`src/rtl/trap_pkg.sv`:
```
// Shared types and constants for the machine-mode trap unit.
// Optional external interrupt support is enabled with TRAP_UNIT_IRQ_EN.
package trap_pkg;

  typedef enum logic [1:0] {
    S_IDLE,
    S_TRAP,
    S_RETURN
  } state_e;

  localparam logic [11:0] CSR_MSTATUS = 12'h300;
  localparam logic [11:0] CSR_MIE     = 12'h304;
  localparam logic [11:0] CSR_MTVEC   = 12'h305;
  localparam logic [11:0] CSR_MEPC    = 12'h341;
  localparam logic [11:0] CSR_MCAUSE  = 12'h342;

  localparam int MSTATUS_MIE  = 3;
  localparam int MSTATUS_MPIE = 7;
  localparam int MIE_MEIE     = 11;

  localparam logic [31:0] IRQ_CAUSE = 32'h8000_000B;

endpackage

```
`src/rtl/trap_unit_if.sv`:
```
// Execute-stage to trap-unit bundle: trap/return requests, CSR port, redirect.
// extIrq exists only when TRAP_UNIT_IRQ_EN is defined.
interface trap_unit_if;
  logic        validE;
  logic [31:0] pcE;
  logic        exceptionE;
  logic [7:0]  exceptionCodeE;
  logic        iretE;
  logic [11:0] csrAddr;
  logic        csrWe;
  logic [31:0] csrWdata;
  logic [31:0] csrRdata;
  logic        redirect;
  logic [31:0] redirectPc;
  logic        busy;
`ifdef TRAP_UNIT_IRQ_EN
  logic        extIrq;
`endif

  modport master (
`ifdef TRAP_UNIT_IRQ_EN
    output extIrq,
`endif
    output validE, pcE, exceptionE, exceptionCodeE,
    output iretE, csrAddr, csrWe, csrWdata,
    input  csrRdata, redirect, redirectPc, busy
  );

  modport slave (
`ifdef TRAP_UNIT_IRQ_EN
    input  extIrq,
`endif
    input  validE, pcE, exceptionE, exceptionCodeE,
    input  iretE, csrAddr, csrWe, csrWdata,
    output csrRdata, redirect, redirectPc, busy
  );

endinterface

```
`src/rtl/trap_csr_file.sv`:
```
// Machine trap CSRs (mstatus, mtvec, mepc, mcause, optional mie) and read mux.
// The mie register and its MEIE bit exist only with TRAP_UNIT_IRQ_EN.
module trap_csr_file
  import trap_pkg::*;
#(
  parameter logic [31:0] MTVEC_RESET = 32'h0000_0000
) (
  input  logic        clk,
  input  logic        rst_n,
  input  logic        trap_i,
  input  logic [31:0] trap_pc_i,
  input  logic [31:0] trap_cause_i,
  input  logic        ret_i,
  input  logic        we_i,
  input  logic [11:0] addr_i,
  input  logic [31:0] wdata_i,
`ifdef TRAP_UNIT_IRQ_EN
  output logic        mie_o,
  output logic        meie_o,
`endif
  output logic [31:0] rdata_o,
  output logic [31:0] mtvec_o,
  output logic [31:0] mepc_o
);

  logic        mie_q, mie_d;
  logic        mpie_q, mpie_d;
  logic [31:0] mtvec_q, mtvec_d;
  logic [31:0] mepc_q, mepc_d;
  logic [31:0] mcause_q, mcause_d;
`ifdef TRAP_UNIT_IRQ_EN
  logic        meie_q, meie_d;
`endif

  // Trap entry and return take precedence over software writes.
  always_comb begin
    mie_d    = mie_q;
    mpie_d   = mpie_q;
    mtvec_d  = mtvec_q;
    mepc_d   = mepc_q;
    mcause_d = mcause_q;
`ifdef TRAP_UNIT_IRQ_EN
    meie_d   = meie_q;
`endif
    if (trap_i) begin
      mepc_d   = trap_pc_i;
      mcause_d = trap_cause_i;
      mpie_d   = mie_q;
      mie_d    = 1'b0;
    end else if (ret_i) begin
      mie_d  = mpie_q;
      mpie_d = 1'b1;
    end else if (we_i) begin
      unique case (1'b1)
        (addr_i == CSR_MSTATUS): begin
          mie_d  = wdata_i[MSTATUS_MIE];
          mpie_d = wdata_i[MSTATUS_MPIE];
        end
`ifdef TRAP_UNIT_IRQ_EN
        (addr_i == CSR_MIE):
          meie_d = wdata_i[MIE_MEIE];
`endif
        (addr_i == CSR_MTVEC):
          mtvec_d = {wdata_i[31:2], 2'b00};
        (addr_i == CSR_MEPC):
          mepc_d = {wdata_i[31:2], 2'b00};
        (addr_i == CSR_MCAUSE):
          mcause_d = wdata_i;
        default: ;
      endcase
    end
  end

  always_ff @(posedge clk or negedge rst_n) begin
    if (!rst_n) begin
      mie_q    <= 1'b0;
      mpie_q   <= 1'b0;
      mtvec_q  <= MTVEC_RESET;
      mepc_q   <= 32'h0;
      mcause_q <= 32'h0;
`ifdef TRAP_UNIT_IRQ_EN
      meie_q   <= 1'b0;
`endif
    end else begin
      mie_q    <= mie_d;
      mpie_q   <= mpie_d;
      mtvec_q  <= mtvec_d;
      mepc_q   <= mepc_d;
      mcause_q <= mcause_d;
`ifdef TRAP_UNIT_IRQ_EN
      meie_q   <= meie_d;
`endif
    end
  end

  always_comb begin
    rdata_o = 32'h0;
    unique case (1'b1)
      (addr_i == CSR_MSTATUS): begin
        rdata_o[MSTATUS_MIE]  = mie_q;
        rdata_o[MSTATUS_MPIE] = mpie_q;
      end
`ifdef TRAP_UNIT_IRQ_EN
      (addr_i == CSR_MIE):
        rdata_o[MIE_MEIE] = meie_q;
`endif
      (addr_i == CSR_MTVEC):  rdata_o = mtvec_q;
      (addr_i == CSR_MEPC):   rdata_o = mepc_q;
      (addr_i == CSR_MCAUSE): rdata_o = mcause_q;
      default: ;
    endcase
  end

  assign mtvec_o = mtvec_q;
  assign mepc_o  = mepc_q;
`ifdef TRAP_UNIT_IRQ_EN
  assign mie_o   = mie_q;
  assign meie_o  = meie_q;
`endif

endmodule

```
`src/rtl/trap_unit.sv`:
```
// Machine-mode trap/return sequencer: one-cycle redirect after acceptance.
// Define TRAP_UNIT_IRQ_EN to add the gated external interrupt input.
module trap_unit
  import trap_pkg::*;
#(
  parameter logic [31:0] MTVEC_RESET = 32'h0000_0000
) (
  input logic         clk,
  input logic         rst_n,
  trap_unit_if.slave  bus
);

  state_e      state_q, state_d;
  logic        idle;
  logic        exc_take;
  logic        irq_take;
  logic        trap_take;
  logic        ret_take;
  logic        csr_we;
  logic [31:0] trap_cause;
  logic [31:0] mtvec;
  logic [31:0] mepc;
  logic        redirect;
  logic        busy;
  logic [31:0] redirect_pc;

  assign idle     = (state_q == S_IDLE);
  assign exc_take = idle & bus.validE & bus.exceptionE;

`ifdef TRAP_UNIT_IRQ_EN
  logic mie;
  logic meie;
  assign irq_take = idle & bus.validE & bus.extIrq & mie & meie &
                    ~bus.exceptionE;
`else
  assign irq_take = 1'b0;
`endif

  assign trap_take  = exc_take | irq_take;
  assign ret_take   = idle & bus.validE & bus.iretE & ~trap_take;
  assign csr_we     = idle & bus.validE & bus.csrWe &
                      ~trap_take & ~ret_take;
  assign trap_cause = exc_take ? {24'h0, bus.exceptionCodeE} : IRQ_CAUSE;

  trap_csr_file #(
    .MTVEC_RESET (MTVEC_RESET)
  ) u_csr (
    .clk          (clk),
    .rst_n        (rst_n),
    .trap_i       (trap_take),
    .trap_pc_i    (bus.pcE),
    .trap_cause_i (trap_cause),
    .ret_i        (ret_take),
    .we_i         (csr_we),
    .addr_i       (bus.csrAddr),
    .wdata_i      (bus.csrWdata),
`ifdef TRAP_UNIT_IRQ_EN
    .mie_o        (mie),
    .meie_o       (meie),
`endif
    .rdata_o      (bus.csrRdata),
    .mtvec_o      (mtvec),
    .mepc_o       (mepc)
  );

  always_ff @(posedge clk or negedge rst_n) begin
    if (!rst_n) state_q <= S_IDLE;
    else        state_q <= state_d;
  end

  always_comb begin
    state_d     = S_IDLE;
    redirect    = 1'b0;
    busy        = 1'b0;
    redirect_pc = 32'h0;
    unique case (state_q)
      S_IDLE: begin
        if (trap_take)     state_d = S_TRAP;
        else if (ret_take) state_d = S_RETURN;
      end
      S_TRAP: begin
        redirect    = 1'b1;
        busy        = 1'b1;
        redirect_pc = {mtvec[31:2], 2'b00};
      end
      S_RETURN: begin
        redirect    = 1'b1;
        busy        = 1'b1;
        redirect_pc = mepc;
      end
      default: ;
    endcase
  end

  assign bus.redirect   = redirect;
  assign bus.busy       = busy;
  assign bus.redirectPc = redirect_pc;

endmodule

```
`src/flat_wrapper.sv`:
```
// flat-port wrapper written by rule: the top's interface ports become plain ports
module trap_unit_flat import trap_pkg::*;
#(
  parameter logic [31:0] MTVEC_RESET = 32'h0000_0000
)
  (clk, rst_n, bus_validE, bus_pcE, bus_exceptionE, bus_exceptionCodeE, bus_iretE, bus_csrAddr, bus_csrWe, bus_csrWdata, bus_csrRdata, bus_redirect, bus_redirectPc, bus_busy);
  trap_unit_if bus_i ();
  input logic clk;
  input logic rst_n;
  input wire logic [$bits(bus_i.validE)-1:0] bus_validE;
  input wire logic [$bits(bus_i.pcE)-1:0] bus_pcE;
  input wire logic [$bits(bus_i.exceptionE)-1:0] bus_exceptionE;
  input wire logic [$bits(bus_i.exceptionCodeE)-1:0] bus_exceptionCodeE;
  input wire logic [$bits(bus_i.iretE)-1:0] bus_iretE;
  input wire logic [$bits(bus_i.csrAddr)-1:0] bus_csrAddr;
  input wire logic [$bits(bus_i.csrWe)-1:0] bus_csrWe;
  input wire logic [$bits(bus_i.csrWdata)-1:0] bus_csrWdata;
  output wire logic [$bits(bus_i.csrRdata)-1:0] bus_csrRdata;
  output wire logic [$bits(bus_i.redirect)-1:0] bus_redirect;
  output wire logic [$bits(bus_i.redirectPc)-1:0] bus_redirectPc;
  output wire logic [$bits(bus_i.busy)-1:0] bus_busy;
  assign bus_i.validE = bus_validE;
  assign bus_i.pcE = bus_pcE;
  assign bus_i.exceptionE = bus_exceptionE;
  assign bus_i.exceptionCodeE = bus_exceptionCodeE;
  assign bus_i.iretE = bus_iretE;
  assign bus_i.csrAddr = bus_csrAddr;
  assign bus_i.csrWe = bus_csrWe;
  assign bus_i.csrWdata = bus_csrWdata;
  assign bus_csrRdata = bus_i.csrRdata;
  assign bus_redirect = bus_i.redirect;
  assign bus_redirectPc = bus_i.redirectPc;
  assign bus_busy = bus_i.busy;
  trap_unit #(.MTVEC_RESET(MTVEC_RESET)) u_core (.clk(clk), .rst_n(rst_n), .bus(bus_i));
endmodule
```
`config.mk`:
```
export PLATFORM = sky130hd
export DESIGN_NAME = trap_unit_flat
export DESIGN_NICKNAME = d
export VERILOG_FILES = /design/src/rtl/trap_pkg.sv /design/src/rtl/trap_unit_if.sv /design/src/rtl/trap_csr_file.sv /design/src/rtl/trap_unit.sv /design/src/flat_wrapper.sv
export SDC_FILE = /design/constraint.sdc
export NUM_CORES = 1
export LEC_CHECK = 0
export ABC_AREA = 1
export BUFFER_PORTS_ARGS = -buffer_cell sky130_fd_sc_hd__buf_4
export CAP_MARGIN = 10
export CELL_PAD_IN_SITES_DETAIL_PLACEMENT = 2
export CELL_PAD_IN_SITES_GLOBAL_PLACEMENT = 2
export CORE_MARGIN = 8
export CORE_UTILIZATION = 30
export DETAILED_ROUTE_END_ITERATION = 10
export HOLD_SLACK_MARGIN = 0.02
export PLACE_DENSITY = 0.9
export SETUP_SLACK_MARGIN = 0.02
export SYNTH_ARGS = -nofsm -noshare
export SYNTH_HDL_FRONTEND = slang
export SYNTH_SLANG_ARGS = --single-unit
```
`constraint.sdc`:
```
create_clock -name clk -period 6.4 [get_ports clk]
set_input_delay 1.92 -clock clk [delete_from_list [all_inputs] [get_ports clk]]
set_output_delay 1.92 -clock clk [all_outputs]
set_load 0.01 [all_outputs]
```
==> impl_metrics.env, run 1 <==
export IMPL_p_leak_nw=3.996
export IMPL_wl_um=24380
export IMPL_synth_area_per_cell_um2=6.642
export IMPL_drive_gt1_frac=0.2045
export IMPL_start_kind="input pin"
export IMPL_power_mw=1.484
export IMPL_rsz0062_at_grt="false"
export IMPL_synth_area_um2=5659
export IMPL_pwr_share_clk=0.374
export IMPL_max_freq_mhz=181.1
export IMPL_finalInstanceArea_um2=7193
export IMPL_start_util=0.3046
export IMPL_gr_total_overflow=0
export IMPL_ir_worst_vdd_v=0.0001236
export IMPL_synth_cell_type_count=22
export IMPL_crit_arrival_ns=3.60
export IMPL_grt_usage=0.2101
export IMPL_drtIter0Drc=368
export IMPL_worst_pin_slew_ns=1.056
export IMPL_synth_common_cells="nand2_1 (483), nand3_1 (121), dfrtp_1 (98)"
export IMPL_regArea_um2=2452
export IMPL_power_switching_uw=425.4
export IMPL_hold_slack_ns=0.5048
export IMPL_ys_seq_area_frac=0.4333
export IMPL_htreeDepth=3
export IMPL_layout_setup_ws_ns=0.8794
export IMPL_antenna_found_initial=0
export IMPL_r2r_start="u_core.state_q[0]"
export IMPL_cp_required_ns=4.48
export IMPL_dp_slack_ns=0.8790
export IMPL_maxSlewViolCount=0
export IMPL_hp_class="reg2reg"
export IMPL_dr_pass1_iters=4
export IMPL_fillers=2266
export IMPL_pwr_share_comb=0.146
export IMPL_sw_frac_of_total=0.2867
export IMPL_cts_root_buf="clkbuf_16"
export IMPL_dp_hpwl_um=16050
export IMPL_p_int_mw=1.058
export IMPL_seqPwrFrac=0.480
export IMPL_cts_tree="yes"
export IMPL_period_needed_ns=5.521
export IMPL_port_buffers=155
export IMPL_die_area_um2=23510
export IMPL_ant_nets=0
export IMPL_grt_pass1_vias=7038
export IMPL_outcome="finished clean"
export IMPL_crit_path_end_kind="output pin"
export IMPL_whs_path_depth=2
export IMPL_yosysTopAreaCellShare=0.4333
export IMPL_yosys_area_top_type="dfrtp_1"
export IMPL_cts_resized_gates=0
export IMPL_tns_ns=0
export IMPL_ys_ff_latch=98
export IMPL_min_period_over_period=0.8626
export IMPL_cts_sinks=98
export IMPL_r2r_slack_ns=3.40
export IMPL_syn_num_nets=945
export IMPL_vias=6193
export IMPL_place_area_um2=6905
export IMPL_r2r_end="u_core.u_csr.mepc_o[12]"
export IMPL_cts_hold_buffers_added=0
export IMPL_diodes=0
export IMPL_async_reset_ff_frac=1.000
export IMPL_clk_pin_slew_ns=0.07
export IMPL_cts_max_path_buffers=2
export IMPL_synthTopCellsByArea="dfrtp_1 (43%), nand2_1 (32%), nand3_1 (11%), a21oi_1 (2.7%), buf_2 (2.2%)"
export IMPL_layout_nets=1066
export IMPL_grt_max_degree=57
export IMPL_area_growth_pct=27.11
export IMPL_grt_pass1_wl_um=39120
export IMPL_cp_max_fo=29
export IMPL_rows=50
export IMPL_hold_end="u_core.u_csr.mtvec_o[23]"
export IMPL_gp_congestion=0.8018
export IMPL_synth_warnings=0
export IMPL_dpl_cell_count=1196
export IMPL_hold_violations=0
export IMPL_cts_inserted_buffers=9
export IMPL_path_class="in2out"
export IMPL_netlist_instances=852
export IMPL_max_slew_margin=0.2946
export IMPL_cap_violations=0
export IMPL_fin_util=0.3871
export IMPL_reg2reg_depth=8
export IMPL_power_density_nw_per_um2=206.3
export IMPL_startpoint="bus_csrAddr[5]"
export IMPL_routedWlPerCell_um=20.12
export IMPL_hold_start="u_core.u_csr.mtvec_o[23]"
export IMPL_multi_input_area_um2=2785
export IMPL_die_h_um=153.3
export IMPL_clock_latency_ns=0.36
export IMPL_fp_coreArea_um2=18580
export IMPL_clock_skew_ns=0.007778
export IMPL_drc=0
export IMPL_io_pins=156
export IMPL_fp_dieW_um=153.3
export IMPL_stdcell_count=1212
export IMPL_synth_most_common_cell="nand2_1"
export IMPL_ys_flop_type="dfrtp_1"
export IMPL_viasPerCell=5.110
export IMPL_cts_setup_buffers=0
export IMPL_setup_viol=0
export IMPL_synth_edf_count=0
[logic make-up after synthesis]
logic type,count (synthesis),synth area share
AND/OR/NAND/NOR,626,0.4554
flip-flops,98,0.4333
AO/OA/AOI/OAI,31,0.02742
adder cells (fa/ha/maj),3,0.006633
buffers and inverters,94,0.07716
[worst max-delay path: stages]
cell and delay [ns]:
buf_4 0.11, nor2_1 0.14, nand2_1 0.11, nor2_4 0.21, nand2_2 0.11, inv_2 0.54
nand2_1 0.13, nand3_1 0.18, buf_4 0.14
[power by group through the flow]
stage               Sequential (mW)  Clock, mW  Combinational, mW
floorplan                     0.709          0              0.114
global placement              0.719          0              0.207
CTS                           0.712      0.565              0.221
finish                        0.713      0.554              0.217
detailed placement            0.723          0              0.218
global route                  0.719      0.595              0.243
[flip-flops by register name, indices dropped and copies added, names as in the netlist]
signal / flops
u_core.state_q: 2
u_core.u_csr.mepc_o: 32
u_core.u_csr.mie_q: 1
u_core.u_csr.mtvec_o: 30
u_core.u_csr.mcause_q: 32
u_core.u_csr.mpie_q: 1
[cell usage in the layout (no fill, tap or decap)]
master / synthesis / final
a21oi_1: 31 / 31
ha_1: 3 / 1
nand4_1: 2 / 2
clkbuf_16: 0 / 9
nor3_1: 1 / 1
nand2_2: 2 / 4
bufinv_16: 0 / 1
inv_2: 9 / 8
and2_4: 1 / 1
nor2_4: 4 / 5
buf_4: 8 / 162
clkinv_2: 0 / 2
ha_2: 0 / 2
nor2_2: 2 / 1
nand3_1: 121 / 121
nor2_1: 7 / 7
inv_1: 33 / 33
clkinvlp_4: 0 / 1
nand2_1: 483 / 481
nand3_2: 1 / 1
nor2b_2: 1 / 1
nand3_4: 1 / 1
dfrtp_1: 98 / 98
clkbuf_1: 14 / 3
inv_6: 0 / 1
[final cells by class]
class | instances | area share
Tap cell | 234 | 0.04070
Clock inverter | 4 | 0.007132
Timing Repair Buffer | 162 | 0.1691
Sequential cell | 98 | 0.3409
Multi-Input combinational cell | 660 | 0.3872
Inverter | 42 | 0.02209
Clock buffer | 12 | 0.03288
[metal layers]
metal,vias up,share of wire,global-route usage
li1,2892,-,-
met1,3138,0.43,0.2486
met2,138,0.51,0.3816
met3,25,0.050,0.04144
met4,0,0.013,0.05320
met5,-,0,0
[worst max-delay path by stage]
stage                       endpoint  slack [ns]  cells past startpoint
global route        bus_csrRdata[30]        0.73                      9
finish              bus_csrRdata[30]        0.88                      9
detailed placement   bus_csrRdata[6]        0.88                      9
CTS                 bus_csrRdata[30]        0.85                      9
global placement    bus_csrRdata[30]        0.95                      9
floorplan            bus_csrRdata[2]        1.66                      9
Note: power is estimated with default switching activity, not from simulation.
==> run 2: changes to the inputs <==
CORE_UTILIZATION = 28   (was 30)
PLACE_DENSITY = 0.84   (was 0.9)
SYNTH_HIERARCHICAL = 1   (was unset)
==> impl_metrics.env, run 2 <==
export IMPL_layout_setup_ws_ns=0.7780
export IMPL_drive_gt1_frac=0.1951
export IMPL_cap_violations=0
export IMPL_htreeDepth=3
export IMPL_synth_warnings=6
export IMPL_layout_nets=1139
export IMPL_layout_common_cells="nand2_1 (457), nand3_1 (221), buf_4 (169)"
export IMPL_gr_total_overflow=0
export IMPL_setup_viol=0
export IMPL_grt_usage=0.1991
export IMPL_gp_congestion=0.7545
export IMPL_cts_resized_gates=0
export IMPL_antenna_found_initial=0
export IMPL_start_util=0.2859
export IMPL_crit_arrival_ns=3.70
export IMPL_cts_hold_buffers_added=0
export IMPL_cts_inserted_buffers=9
export IMPL_cts_tree="yes"
export IMPL_cts_setup_buffers=0
export IMPL_drtIter0Drc=350
export IMPL_vias=6689
export IMPL_slowest_stage="and2_1"
export IMPL_crit_top_cell="buf_4"
export IMPL_period_needed_ns=5.622
export IMPL_cp_max_fo=19
export IMPL_cts_sinks=98
export IMPL_viasPerCell=5.044
export IMPL_dr_pass1_iters=4
export IMPL_start_kind="input pin"
export IMPL_grt_met2_usage=0.3568
export IMPL_grt_pass1_vias=7480
export IMPL_clk_pin_slew_ns=0.07
export IMPL_maxSlewViolCount=0
export IMPL_ant_nets=0
export IMPL_netlist_instances=908
export IMPL_cts_root_buf="clkbuf_16"
export IMPL_globalRoute_busiestLayer="met2"
export IMPL_io_pins=156
export IMPL_die_h_um=162.5
export IMPL_die_area_um2=26410
export IMPL_grt_pass1_wl_um=41400
export IMPL_final_common_cell="nand2_1"
export IMPL_diodes=0
export IMPL_tns_ns=0
export IMPL_clock_latency_ns=0.35
export IMPL_drc=0
export IMPL_hold_violations=0
export IMPL_routedWlPerCell_um=19.82
export IMPL_critPathTopFamily="simple AND/OR/NAND/NOR gates"
export IMPL_wl_um=26290
export IMPL_clock_skew_ns=0.005237
export IMPL_fp_dieW_um=162.5
export IMPL_synth_area_um2=6011
export IMPL_gr_usage_met3=0.02831
export IMPL_worst_pin_slew_ns=0.9251
export IMPL_worstPathBufferInverterCount=3
export IMPL_fp_coreArea_um2=21020
export IMPL_grt_max_degree=60
export IMPL_power_density_nw_per_um2=210.4
export IMPL_ir_worst_vdd_v=0.0001357
export IMPL_path_class="in2out"
export IMPL_dp_slack_ns=0.7353
export IMPL_area_growth_pct=27.73
export IMPL_hp_class="reg2reg"
export IMPL_crit_path_end_kind="output pin"
export IMPL_critPathMaxStageDelay_ns=0.65
export IMPL_use_met1=0.2403
export IMPL_p_leak_nw=4.308
export IMPL_port_buffers=155
export IMPL_synth_area_per_cell_um2=6.620
export IMPL_dp_hpwl_um=17500
export IMPL_cp_required_ns=4.48
export IMPL_min_period_over_period=0.8784
export IMPL_cts_max_path_buffers=2
export IMPL_rows=53
export IMPL_max_freq_mhz=177.9
export IMPL_rsz0062_at_grt="false"
export IMPL_outcome="finished clean"
export IMPL_path_cells="buf_4 > nor2_1 > nand2_2 > nor2_4 > buf_4 > and2_1 > nand2_1 > nand2_1 > buf_4"
export IMPL_max_slew_margin=0.3832
## run 2: layout make-up
type,count,area [um^2]
fillers,2570,13340
inverters,24,91.34
well taps,275,344.1
repair buffers,170,1289
flip-flops and latches,98,2452
clock inverters,4,50.05
clock buffers,12,256.5
multi-input cells,743,3194
## run 2: final timing paths
check | startpoint | depth (start not counted) | slack (ns) | endpoint
min reg2reg | u_core/u_csr/mtvec_o[22] | 2 | 0.51 | u_core/u_csr/mtvec_o[22]
min | u_core/u_csr/mtvec_o[22] | 2 | 0.51 | u_core/u_csr/mtvec_o[22]
max in group asynchronous | rst_n | 2 | 3.63 | u_core/u_csr/mepc_o[27]
min in group asynchronous | rst_n | 1 | 1.64 | u_core/u_csr/mepc_o[9]
max reg2reg | u_core/state_q[0] | 10 | 3.17 | u_core/u_csr/mcause_q[12]
max | bus_csrAddr[11] | 9 | 0.78 | bus_csrRdata[0]
## run 2: power by group
part	switching [mW]	leakage [nW]	total, mW	internal [mW]
sequential	0.0614	1.27	0.759	0.698
clock	0.254	0.145	0.579	0.325
combinational	0.171	2.89	0.277	0.106
## run 2: routing by layer
layer  vias up  share of wire
li1       3141              -
met1      3400           0.44
met2       124           0.51
met3        24          0.034
met4         0          0.017
met5         -              0
## run 2: tightest hold or removal path: cells and delay by family (launching register included)
kind             cells  cell delay (ns)
DFF                  1             0.37
and+or+nand+nor      2             0.11
## run 2: metrics by stage
step | power (mW) | util | area, um^2 | cells | hold WS [ns]
finish | 1.615 | 0.3652 | 7677 | 1326 | 0.5068
global route | 1.695 | 0.3652 | 7677 | 1326 | 0.5374
CTS | 1.632 | 0.3652 | 7677 | 1326 | 0.5088
detailed placement | 1.047 | 0.3506 | 7371 | 1310 | 0.4889
global placement | 1.030 | 0.3506 | 7371 | 1310 | 0.4786
floorplan | 0.9171 | - | 6093 | 930 | 0.4634
==> run 3: changes to the inputs <==
clock period = 6 ns   (was 6.4 ns; I/O delays follow)
==> impl_metrics.env, run 3 (synthesized netlist as in run 2, its figures left out) <==
export IMPL_cts_root_buf="clkbuf_16"
export IMPL_htreeDepth=3
export IMPL_dr_pass1_iters=4
export IMPL_hp_class="reg2reg"
export IMPL_routedWlPerCell_um=19.79
export IMPL_rows=53
export IMPL_drc=0
export IMPL_max_freq_mhz=188.6
export IMPL_die_area_um2=26410
export IMPL_maxSlewViolCount=0
export IMPL_cts_max_path_buffers=2
export IMPL_crit_arrival_ns=3.50
export IMPL_io_pins=156
export IMPL_cts_tree="yes"
export IMPL_period_needed_ns=5.303
export IMPL_grt_pass1_wl_um=41920
export IMPL_layout_common_cells="nand2_1 (457), nand3_1 (221), buf_4 (170)"
export IMPL_worst_pin_slew_ns=1.074
export IMPL_wl_um=26220
export IMPL_diodes=0
export IMPL_crit_path_end_kind="output pin"
export IMPL_drive_gt1_frac=0.1952
export IMPL_dp_hpwl_um=17140
export IMPL_hold_violations=0
export IMPL_gr_total_overflow=0
export IMPL_port_buffers=155
export IMPL_final_common_cell="nand2_1"
export IMPL_layout_nets=1139
export IMPL_start_kind="input pin"
export IMPL_viasPerCell=5.041
export IMPL_path_class="in2out"
export IMPL_cts_resized_gates=0
export IMPL_stdcell_count=1325
export IMPL_start_util=0.2859
export IMPL_clock_skew_ns=0.009392
export IMPL_tns_ns=0
export IMPL_max_slew_margin=0.2840
export IMPL_antenna_found_initial=0
export IMPL_fp_coreArea_um2=21020
export IMPL_outcome="finished clean"
export IMPL_dpl_cell_count=1310
export IMPL_rsz0062_at_grt="false"
export IMPL_area_growth_pct=27.66
export IMPL_cts_setup_buffers=0
export IMPL_die_h_um=162.5
export IMPL_clock_latency_ns=0.35
export IMPL_grt_usage=0.2022
export IMPL_power_density_nw_per_um2=227.1
export IMPL_cts_hold_buffers_added=0
export IMPL_cap_violations=0
export IMPL_ir_worst_vdd_v=0.0001232
export IMPL_grt_max_degree=69
export IMPL_cp_max_fo=11
export IMPL_setup_viol=0
export IMPL_p_leak_nw=4.312
export IMPL_drtIter0Drc=294
export IMPL_cp_required_ns=4.20
export IMPL_vias=6679
export IMPL_cts_sinks=98
export IMPL_min_period_over_period=0.8838
export IMPL_fillers=2556
export IMPL_fin_util=0.3650
export IMPL_power_mw=1.743
export IMPL_gp_congestion=0.7426
export IMPL_ant_nets=0
export IMPL_clk_pin_slew_ns=0.07
export IMPL_grt_pass1_vias=7636
export IMPL_cts_inserted_buffers=9
export IMPL_fp_dieW_um=162.5
-- run 3: cell count changes in the layout (fill, tap and decap cells not counted), sizes merged --
cell      previous run  this run
bufinv               1         2
clkbuf              12         9
clkinv               2         3
clkinvlp             2         1
inv                 23        24
-- run 3: path summary, 6_finish.rpt --
| path | from | end | slack (ns) | cells after the start |
|---|---|---|---|---|
| min | u_core/u_csr/mtvec_o[30] | u_core/u_csr/mtvec_o[30] | 0.51 | 2 |
| min in group asynchronous | rst_n | u_core/u_csr/mepc_o[10] | 1.57 | 1 |
| max in group asynchronous | rst_n | u_core/u_csr/mepc_o[21] | 3.38 | 2 |
| max reg2reg | u_core/state_q[1] | u_core/u_csr/mepc_o[12] | 2.90 | 8 |
| min reg2reg | u_core/u_csr/mtvec_o[30] | u_core/u_csr/mtvec_o[30] | 0.51 | 2 |
| max | bus_csrAddr[11] | bus_csrRdata[10] | 0.70 | 9 |
-- run 3: cell type report --
| cell class | count | area (um^2) | share of cell area |
|---|---|---|---|
| clock inverter | 6 | 90.09 | 0.01174 |
| clock buffer | 9 | 225.2 | 0.02935 |
| sequential | 98 | 2452 | 0.3196 |
| timing repair buffer | 170 | 1276 | 0.1663 |
| inverter | 24 | 91.34 | 0.01190 |
| multi-input combinational | 743 | 3194 | 0.4163 |
| tap | 275 | 344.1 | 0.04484 |
-- run 3: metal layers --
metal / up-vias / routed length (um) / track usage
met3: 30 / 1069 / 0.03160
met5: - / 0 / 0
met2: 141 / 12940 / 0.3604
met1: 3373 / 11740 / 0.2459
met4: 0 / 471 / 0.06019
li1: 3135 / - / -
-- run 3: metrics by stage --
stage,area [um^2],setup slack (ns),hold WS (ns)
6_report,7674,0.6972,0.5072
5_1_grt,7674,0.6024,0.5368
4_1_cts,7674,0.6895,0.5061
3_5_place_dp,7358,0.6930,0.4889
3_3_place_gp,7358,0.7385,0.4783
2_1_floorplan,6093,1.475,0.4634
-- run 3: worst max-delay path, stage by stage --
cell,delay (ns)
buf_4,0.11
nor2_1,0.12
nand2_2,0.11
nor2_4,0.15
buf_4,0.22
and2_1,0.60
nand2_1,0.15
nand3_1,0.12
buf_4,0.12
-- run 3: power by group --
part | internal, mW | total [mW] | leakage, nW | switching, mW
Combinational | 0.113 | 0.295 | 2.89 | 0.182
Sequential | 0.744 | 0.808 | 1.27 | 0.0635
Clock | 0.365 | 0.640 | 0.152 | 0.275
